<file path="src/rtl/risc16_mem_arbiter.sv">
// risc16_mem_arbiter: shares one single-port word RAM between the RISC16F fetch and data ports.
// Define RISC16_LED_MMIO_EN to decode the LED registers at LED_BASE/LED_BASE+2 instead of RAM.
module risc16_mem_arbiter #(
  parameter int          MEM_AW   = 15,
  parameter logic [15:0] LED_BASE = 16'h0200
) (
  input  logic              clk,
  input  logic              rst,
  input  logic [15:0]       iaddr,
  input  logic              ioe,
  output logic [15:0]       idin,
  output logic              i_stall,
  input  logic [15:0]       daddr,
  input  logic [15:0]       ddout,
  input  logic              doe,
  input  logic              dwe,
  output logic [15:0]       ddin,
  output logic              d_stall,
  output logic [MEM_AW-1:0] maddr,
  output logic              mre,
  output logic              mwe,
  output logic [15:0]       mwdata,
  input  logic [15:0]       mrdata,
  output logic [23:0]       led
);
`ifdef RISC16_LED_MMIO_EN
  localparam logic MMIO = 1'b1;
`else
  localparam logic MMIO = 1'b0;
`endif
  localparam logic [15:0] LED_MODE_ADDR = LED_BASE + 16'd2;
  typedef enum logic [1:0] {R_NONE, R_I, R_D, R_MMIO} ret_t;
  ret_t        ret_q, ret_d;
  logic [23:0] led_q, led_d;
  logic [15:0] mmio_q, mmio_d;
  logic        i_done, d_done, i_req, d_req, d_hi, d_mmio, unused_ok;
  assign unused_ok = ^{iaddr[0], daddr[0]};
  assign idin      = mrdata;
  assign mwdata    = ddout;
  assign ddin      = ret_q == R_MMIO ? mmio_q : mrdata;
  assign led       = MMIO ? led_q : 24'h0;
  // A port whose data returns this cycle sits out arbitration; data outranks fetch.
  always_comb begin
    i_done  = ret_q == R_I;
    d_done  = ret_q == R_D || ret_q == R_MMIO;
    i_req   = ioe && !i_done;
    d_req   = (doe || dwe) && !d_done;
    d_hi    = daddr[15:1] == LED_MODE_ADDR[15:1];
    d_mmio  = MMIO && (d_hi || daddr[15:1] == LED_BASE[15:1]);
    ret_d   = R_NONE;
    led_d   = led_q;
    mmio_d  = mmio_q;
    mre     = 1'b0;
    mwe     = 1'b0;
    maddr   = daddr[MEM_AW:1];
    if (!rst && d_req) begin
      if (dwe) begin
        mwe   = !d_mmio;
        led_d = !d_mmio ? led_q : d_hi ? {ddout[7:0], led_q[15:0]} : {led_q[23:16], ddout};
      end else begin
        mre    = !d_mmio;
        ret_d  = d_mmio ? R_MMIO : R_D;
        mmio_d = d_hi ? {8'h00, led_q[23:16]} : led_q[15:0];
      end
    end else if (!rst && i_req) begin
      mre   = 1'b1;
      maddr = iaddr[MEM_AW:1];
      ret_d = R_I;
    end
    i_stall = rst ? ioe : i_req;
    d_stall = rst ? (doe || dwe) : d_req && !dwe;
  end
  always_ff @(posedge clk) begin
    ret_q  <= rst ? R_NONE : ret_d;
    led_q  <= rst ? 24'h0 : led_d;
    mmio_q <= rst ? 16'h0 : mmio_d;
  end
endmodule

</file>
<file path="config.mk">
export PLATFORM = sky130hd
export DESIGN_NAME = risc16_mem_arbiter
export DESIGN_NICKNAME = d
export VERILOG_FILES = /design/src/rtl/risc16_mem_arbiter.sv
export SDC_FILE = /design/constraint.sdc
export NUM_CORES = 1
export LEC_CHECK = 0
export CAP_MARGIN = 25
export CORE_ASPECT_RATIO = 1.25
export CORE_MARGIN = 1.5
export CORE_UTILIZATION = 18
export DETAILED_ROUTE_END_ITERATION = 6
export GPL_ROUTABILITY_DRIVEN = 1
export PLACE_DENSITY = 0.82
export SLEW_MARGIN = 0
export SYNTH_ARGS = -nofsm -noshare
export SYNTH_HDL_FRONTEND = slang
export SYNTH_SLANG_ARGS = --single-unit
</file>
<file path="constraint.sdc">
create_clock -name clk -period 1.4 [get_ports clk]
set_input_delay 0.28 -clock clk [delete_from_list [all_inputs] [get_ports clk]]
set_output_delay 0.28 -clock clk [all_outputs]
set_load 0.005 [all_outputs]
</file>
==> results.json, run 1 <==
{
  "clock_latency_ns": 0.21,
  "synth_fa_ha_area_frac": 0,
  "synth.top_cell.area_share": 0.485,
  "power.switching_mw": 0.197,
  "hpwl_um": 2110,
  "hold_class": "input pin to flip-flop",
  "ys_warn_count": 0,
  "netSwitchingFraction": 0.253,
  "mappedNetlistArea_um2": 867,
  "first_iter_violations": 3,
  "grt-ovfl-total": 0,
  "clockPowerShare": 0.298,
  "synth_compound_area_frac": 0.0390,
  "ys_ff_latch": 2,
  "synthSimpleGateAreaFrac": 0.170,
  "largest_reg_flops": 2,
  "die_w_um": 65.1,
  "num_vias": 963,
  "die_y_um": 80.6,
  "startpoint": "ret_q[0]$_SDFF_PP0_",
  "drt-total-wl_um": 2810,
  "slew_viol_final": 0,
  "yosysTopAreaCell": "buf_4",
  "finalNonFillerCells": 261,
  "synth.top_cells.by_count": "56 x buf_4, 16 x and2_1, 8 x mux2_4, 7 x mux2_2",
  "setup_slack_ns": -0.356,
  "outcome": "complete, but fails checks",
  "yosys.cell_count.top_type": "buf_4",
  "r2r_start": "ret_q[0]$_SDFF_PP0_",
  "synth_edf_count": 0,
  "die-area_um2": 5250,
  "grt_use_total": 0.101,
  "port_buffers": 101,
  "finalCritPeriodShare": 1.25,
  "synth_top_family_by_area": "buffers and inverters",
  "dp_slack_ns": -0.875,
  "via_per_inst": 3.69,
  "async_flop_share": 0,
  "pin_count": 160,
  "fin_worst_skew_ns": 0.000615,
  "antenna_found_initial": 0,
  "place_area_um2": 1720,
  "required_ns": 1.12,
  "h-tree-depth": 1,
  "grt_pass1_vias": 882,
  "drv_cap": 0,
  "fin_crit_ns": 1.76,
  "fillers": 480,
  "dp_cells": 241,
  "reg.largest.list": "ret_q: 2 flops",
  "r2r_cells": 7,
  "ys.flop_type": "dfxtp_1",
  "finalWeightedCongestion": 0.664,
  "yosysSeqAreaShare": 0.0462,
  "synth.distinct_cells": 18,
  "grt_pass1_wl_um": 3850,
  "p_seq_frac": 0.079,
  "p_per_area_nw_per_um2": 402,
  "critPathCaptureType": "output pin",
  "synth.area.mux_share": 0.229,
  "rsz0062_at_grt": "true",
  "start_kind": "flip-flop",
  "clkSinkCount": 2,
  "power.internal_mw": 0.582,
  "syn_inst": 105,
  "clockRootBuffer": "clkbuf_8",
  "drc_errors": 0,
  "p_leak_nw": 0.989,
  "p_total_mw": 0.779,
  "nets": 272,
  "cts_tree": "done",
  "first_pass_iters": 2,
  "clockBufferDepth": 2,
  "num_antenna_cells": 0,
  "area_growth_pct": 123,
  "utilization": 0.413,
  "ctsHoldBuffers": 0,
  "rows": 28,
  "grt_max_degree": 9,
  "post-route-cell-area_um2": 1940,
  "synth-xor-area-share": 0,
  "violations": "setup timing",
  "r2r-end": "ret_q[0]$_SDFF_PP0_",
  "cts-buffers-inserted": 3,
  "regToRegSetupSlack_ns": 0.25,
  "core_um2": 4690,
  "start_util": 0.185,
  "setup_viol": 35,
  "ant_nets": 0,
  "drive_gt1_frac": 0.473,
  "report.final.hold_viol_count": 0,
  "max_freq_mhz": 570,
  "critical_path_class": "flip-flop to output pin",
  "wl_per_cell_um": 10.8,
  "crit_arrival_ns": 1.48,
  "synth_area_leaders": "buf_4 48%, mux2_4 14%, and2_1 12%",
  "irDropWorstVdd_v": 0.000337,
  "top_register": "ret_q",
  "pwr-share-comb": 0.623,
  "avgSynthCellArea_um2": 8.26,
  "cts.reportedPaths.clkPinSlew_ns": 0.03,
  "cp-endpoint": "maddr[8]",
  "cp_max_fo": 6
}
[how the worst min path moves through the flow]
stage / start / endpoint / depth (start not counted)
floorplan: doe / ret_q[1]$_SDFF_PP0_ / 2
global placement: ddout[0] / mwdata[0] / 0
detailed placement: ddout[0] / mwdata[0] / 0
CTS: doe / ret_q[1]$_SDFF_PP0_ / 4
global route: doe / ret_q[1]$_SDFF_PP0_ / 4
finish: doe / ret_q[1]$_SDFF_PP0_ / 4
[power groups by stage]
stage | sequential, mW | clock [mW] | combinational (mW)
after floorplan | 0.0627 | 0 | 0.232
after global placement | 0.0627 | 0 | 0.451
after detailed placement | 0.0628 | 0 | 0.457
after CTS | 0.0631 | 0.240 | 0.481
after global routing | 0.0618 | 0.243 | 0.521
final | 0.0617 | 0.232 | 0.486
[timing repair]
item,in CTS,in global routing
gates cloned,1,0
gates resized for setup,173,38
setup endpoints to repair,51,35
pin swaps,6,3
setup buffers,14,2
[layout by cell type (no fill, tap or decap), types with 3 or more instances in the layout]
| master | netlist | routed |
|---|---|---|
| buf_2 | 0 | 6 |
| clkbuf_2 | 0 | 13 |
| and2_1 | 16 | 13 |
| buf_12 | 0 | 3 |
| clkbuf_8 | 0 | 3 |
| conb_1 | 1 | 24 |
| mux2_4 | 8 | 15 |
| buf_6 | 1 | 29 |
| dlygate4sd2_1 | 0 | 16 |
| and2_4 | 0 | 4 |
| buf_4 | 56 | 12 |
| clkdlybuf4s50_1 | 0 | 46 |
[critical path, cell delays in order (launching register included)]
cell and delay (ns):
dfxtp_2 0.34, nor3_4 0.05, o21ai_4 0.20, buf_12 0.16, buf_8 0.10, mux2_4 0.30
buf_6 0.12
[per-stage QoR]
step / setup TNS [ns] / hold slack [ns]
after global placement: -20.75 / 0.560
after detailed placement: -21.30 / 0.560
after global routing: -8.76 / 0.499
after floorplan: 0 / 0.431
after CTS: -8.43 / 0.455
final: -7.32 / 0.468
[layer usage]
layer | global-route usage | part of all wire
met2 | 0.207 | 0.55
met4 | 0.0875 | 0.031
met1 | 0.0718 | 0.27
met3 | 0.0252 | 0.15
met5 | 0 | 0
[kinds of logic (layout without fill, tap and decap cells)]
| kind of cell | count (synthesis) | after routing |
|---|---|---|
| flops | 2 | 2 |
| buf+inv | 60 | 133 |
| simple gates | 24 | 24 |
| mux | 15 | 15 |
| other cells | 1 | 24 |
| compound gates | 3 | 3 |
[layout make-up]
class                      instances  area (um2)  area share
sequential                         2        45.0      0.0233
multi-input combinational         66         543       0.280
tap                               60        75.1      0.0388
inverter                           2        7.51     0.00388
timing repair buffer             128        1220       0.632
clock buffer                       3        41.3      0.0213
(Power assumes the default switching activity.)
==> run 2, diff against run 1 <==
- ABC_AREA: not set -> 1
- CORE_UTILIZATION: 18 -> 19
- PLACE_DENSITY: 0.82 -> 0.84
==> results.json, run 2 <==
{
  "grt_max_degree": 10,
  "slowest_stage": "dfxtp_4",
  "required_ns": 1.12,
  "drv_cap": 0,
  "antenna_found_initial": 0,
  "synth_area_leaders": "buf_4 48%, nand2_1 14%, inv_1 8.6%",
  "violations": "setup timing",
  "r2r_cells": 6,
  "path_cells": "o21bai_4 > buf_6 > nand2_8 > buf_6 > nand2_2 > nand2_2 > buf_6",
  "first_pass_iters": 4,
  "pin_count": 160,
  "hp-start": "ddout[7]",
  "grt-ovfl-total": 0,
  "ys_ff_latch": 2,
  "ctsHoldBuffers": 0,
  "slew_viol_final": 0,
  "r2r_start": "ret_q[1]$_SDFF_PP0_",
  "h-tree-depth": 1,
  "crit_arrival_ns": 1.33,
  "hold_class": "input pin to output pin",
  "port_buffers": 101,
  "cts_tree": "done",
  "cts.reportedPaths.clkPinSlew_ns": 0.03,
  "synth.distinct_cells": 17,
  "post-route-cell-area_um2": 1990,
  "final_common_cell": "clkdlybuf4s50_1",
  "place_area_um2": 1730,
  "rows": 28,
  "synth_edf_count": 0,
  "mappedNetlistArea_um2": 913,
  "finalWeightedCongestion": 0.667,
  "nets": 321,
  "core_um2": 4690,
  "clkSinkCount": 2,
  "top_register": "ret_q",
  "rsz0062_at_grt": "true",
  "utilization": 0.425,
  "crit_top_cell": "buf_6",
  "grt_pass1_wl_um": 4770,
  "cp_max_fo": 4,
  "r2r-end": "ret_q[0]$_SDFF_PP0_",
  "slowest_delay_ns": 0.37,
  "fin_crit_ns": 1.61,
  "critPathCaptureType": "output pin",
  "ys_warn_count": 0,
  "clock_latency_ns": 0.21,
  "mostFrequentLayoutCells": "45 x clkdlybuf4s50_1, 27 x dlygate4sd2_1, 24 x conb_1",
  "finalCritPeriodShare": 1.15,
  "setup_viol": 29,
  "fin_worst_skew_ns": 0.00265,
  "synth.top_cell.area_share": 0.477,
  "whs_endpoint": "mwdata[7]",
  "cts-buffers-inserted": 3,
  "via_per_inst": 3.89,
  "avgSynthCellArea_um2": 5.74,
  "grt_pass1_vias": 1085,
  "first_iter_violations": 16,
  "ant_nets": 0,
  "p_per_area_nw_per_um2": 418,
  "dp_slack_ns": -0.704,
  "area_growth_pct": 118,
  "ys.flop_type": "dfxtp_1",
  "largest_reg_flops": 2,
  "drt-total-wl_um": 3540,
  "num_vias": 1205,
  "yosys.cell_count.top_type": "buf_4",
  "syn_inst": 159,
  "clockBufferDepth": 2,
  "setup_slack_ns": -0.211,
  "critical_path_class": "flip-flop to output pin",
  "regToRegSetupSlack_ns": 0.27,
  "hpwl_um": 2310,
  "die_y_um": 80.5,
  "irDropWorstVdd_v": 0.000339,
  "yosysTopAreaCell": "buf_4",
  "max_freq_mhz": 621,
  "wl_per_cell_um": 11.4,
  "drc_errors": 0,
  "clockRootBuffer": "clkbuf_8",
  "synth.top_cells.by_count": "58 x buf_4, 34 x nand2_1, 21 x inv_1, 18 x nor2_1, 15 x nand3_1",
  "report.final.hold_viol_count": 0,
  "start_util": 0.195,
  "p_leak_nw": 1.04,
  "async_flop_share": 0,
  "grt_use_total": 0.118,
  "drive_gt1_frac": 0.372,
  "reg.largest.list": "ret_q: 2 flops",
  "yosysSeqAreaShare": 0.0438,
  "hold_depth": 0,
  "num_antenna_cells": 0,
  "die_w_um": 65.0,
  "die-area_um2": 5240,
  "outcome": "complete, but fails checks",
  "start_kind": "flip-flop",
  "fillers": 485
}
-- run 2: cell types whose count changed after synthesis, moves of 2 or more --
cell	change
nand2_1	+32
inv_1	+19
and2_1	-16
nor2_1	+16
nand3_1	+15
mux2_4	-8
mux2_2	-7
buf_4	+2
-- run 2: metrics by stage --
| stage | power, mW | TNS (ns) | cells | hold slack, ns |
|---|---|---|---|---|
| floorplan | 0.310 | 0 | 182 | 0.464 |
| global placement | 0.550 | -18.88 | 291 | 0.560 |
| detailed placement | 0.557 | -19.48 | 291 | 0.560 |
| CTS | 0.818 | -4.22 | 310 | 0.560 |
| global route | 0.885 | -5.40 | 310 | 0.560 |
| finish | 0.834 | -3.92 | 310 | 0.560 |
-- run 2: metal layers --
layer,part of all wire,global-route usage,vias up
met5,0,0,-
met4,0.0071,0.0375,0
met3,0.12,0.0420,6
met2,0.59,0.259,96
met1,0.28,0.0892,524
li1,-,-,579
-- run 2: final cells by class --
type                            count  area [um2]  area share
Inverter                           22        83.8      0.0420
Clock buffer                        3        41.3      0.0207
Sequential cell                     2        45.0      0.0226
Tap cell                           60        75.1      0.0376
Multi-Input combinational cell    100         588       0.295
Timing Repair Buffer              123        1160       0.582
-- run 2: where the power goes --
part           switching [mW]  total [mW]  internal, mW
Clock                  0.0472       0.229         0.182
Combinational           0.218       0.541         0.323
Sequential            0.00385      0.0638        0.0599
Total                   0.269       0.834         0.565
-- run 2: worst max path at each step --
stage                   startpoint        end  slack (ns)  cells past startpoint
5_1_grt        ret_q[0]$_SDFF_PP0_  maddr[12]       -0.26                      9
4_1_cts        ret_q[1]$_SDFF_PP0_   maddr[9]       -0.21                      7
2_1_floorplan  ret_q[0]$_SDFF_PP0_  maddr[10]        0.21                      7
3_5_place_dp                   dwe   maddr[2]       -0.70                      6
3_3_place_gp                   rst   maddr[9]       -0.68                      8
6_report       ret_q[1]$_SDFF_PP0_  maddr[13]       -0.21                      7
-- run 2: repair_timing --
action,4_1_cts,5_1_grt
endpoints found under the setup margin,51,37
buffers inserted,12,2
pin swaps,22,12
gates cloned,4,1
resized for setup,152,36
-- run 2: logic make-up after synthesis --
family / count (synthesis) / share of synthesized area
buf+inv: 82 / 0.585
simple gates: 71 / 0.333
compound gates: 3 / 0.0342
flops: 2 / 0.0438
other cells: 1 / 0.00411
-- run 2: worst max-delay path, delay by kind of cell, from the launching register on --
| family | cells | cell delay (ns) |
|---|---|---|
| AOI/OAI and AO/OA | 1 | 0.16 |
| buffers and inverters | 3 | 0.41 |
| DFF | 1 | 0.37 |
| and+or+nand+nor | 3 | 0.17 |
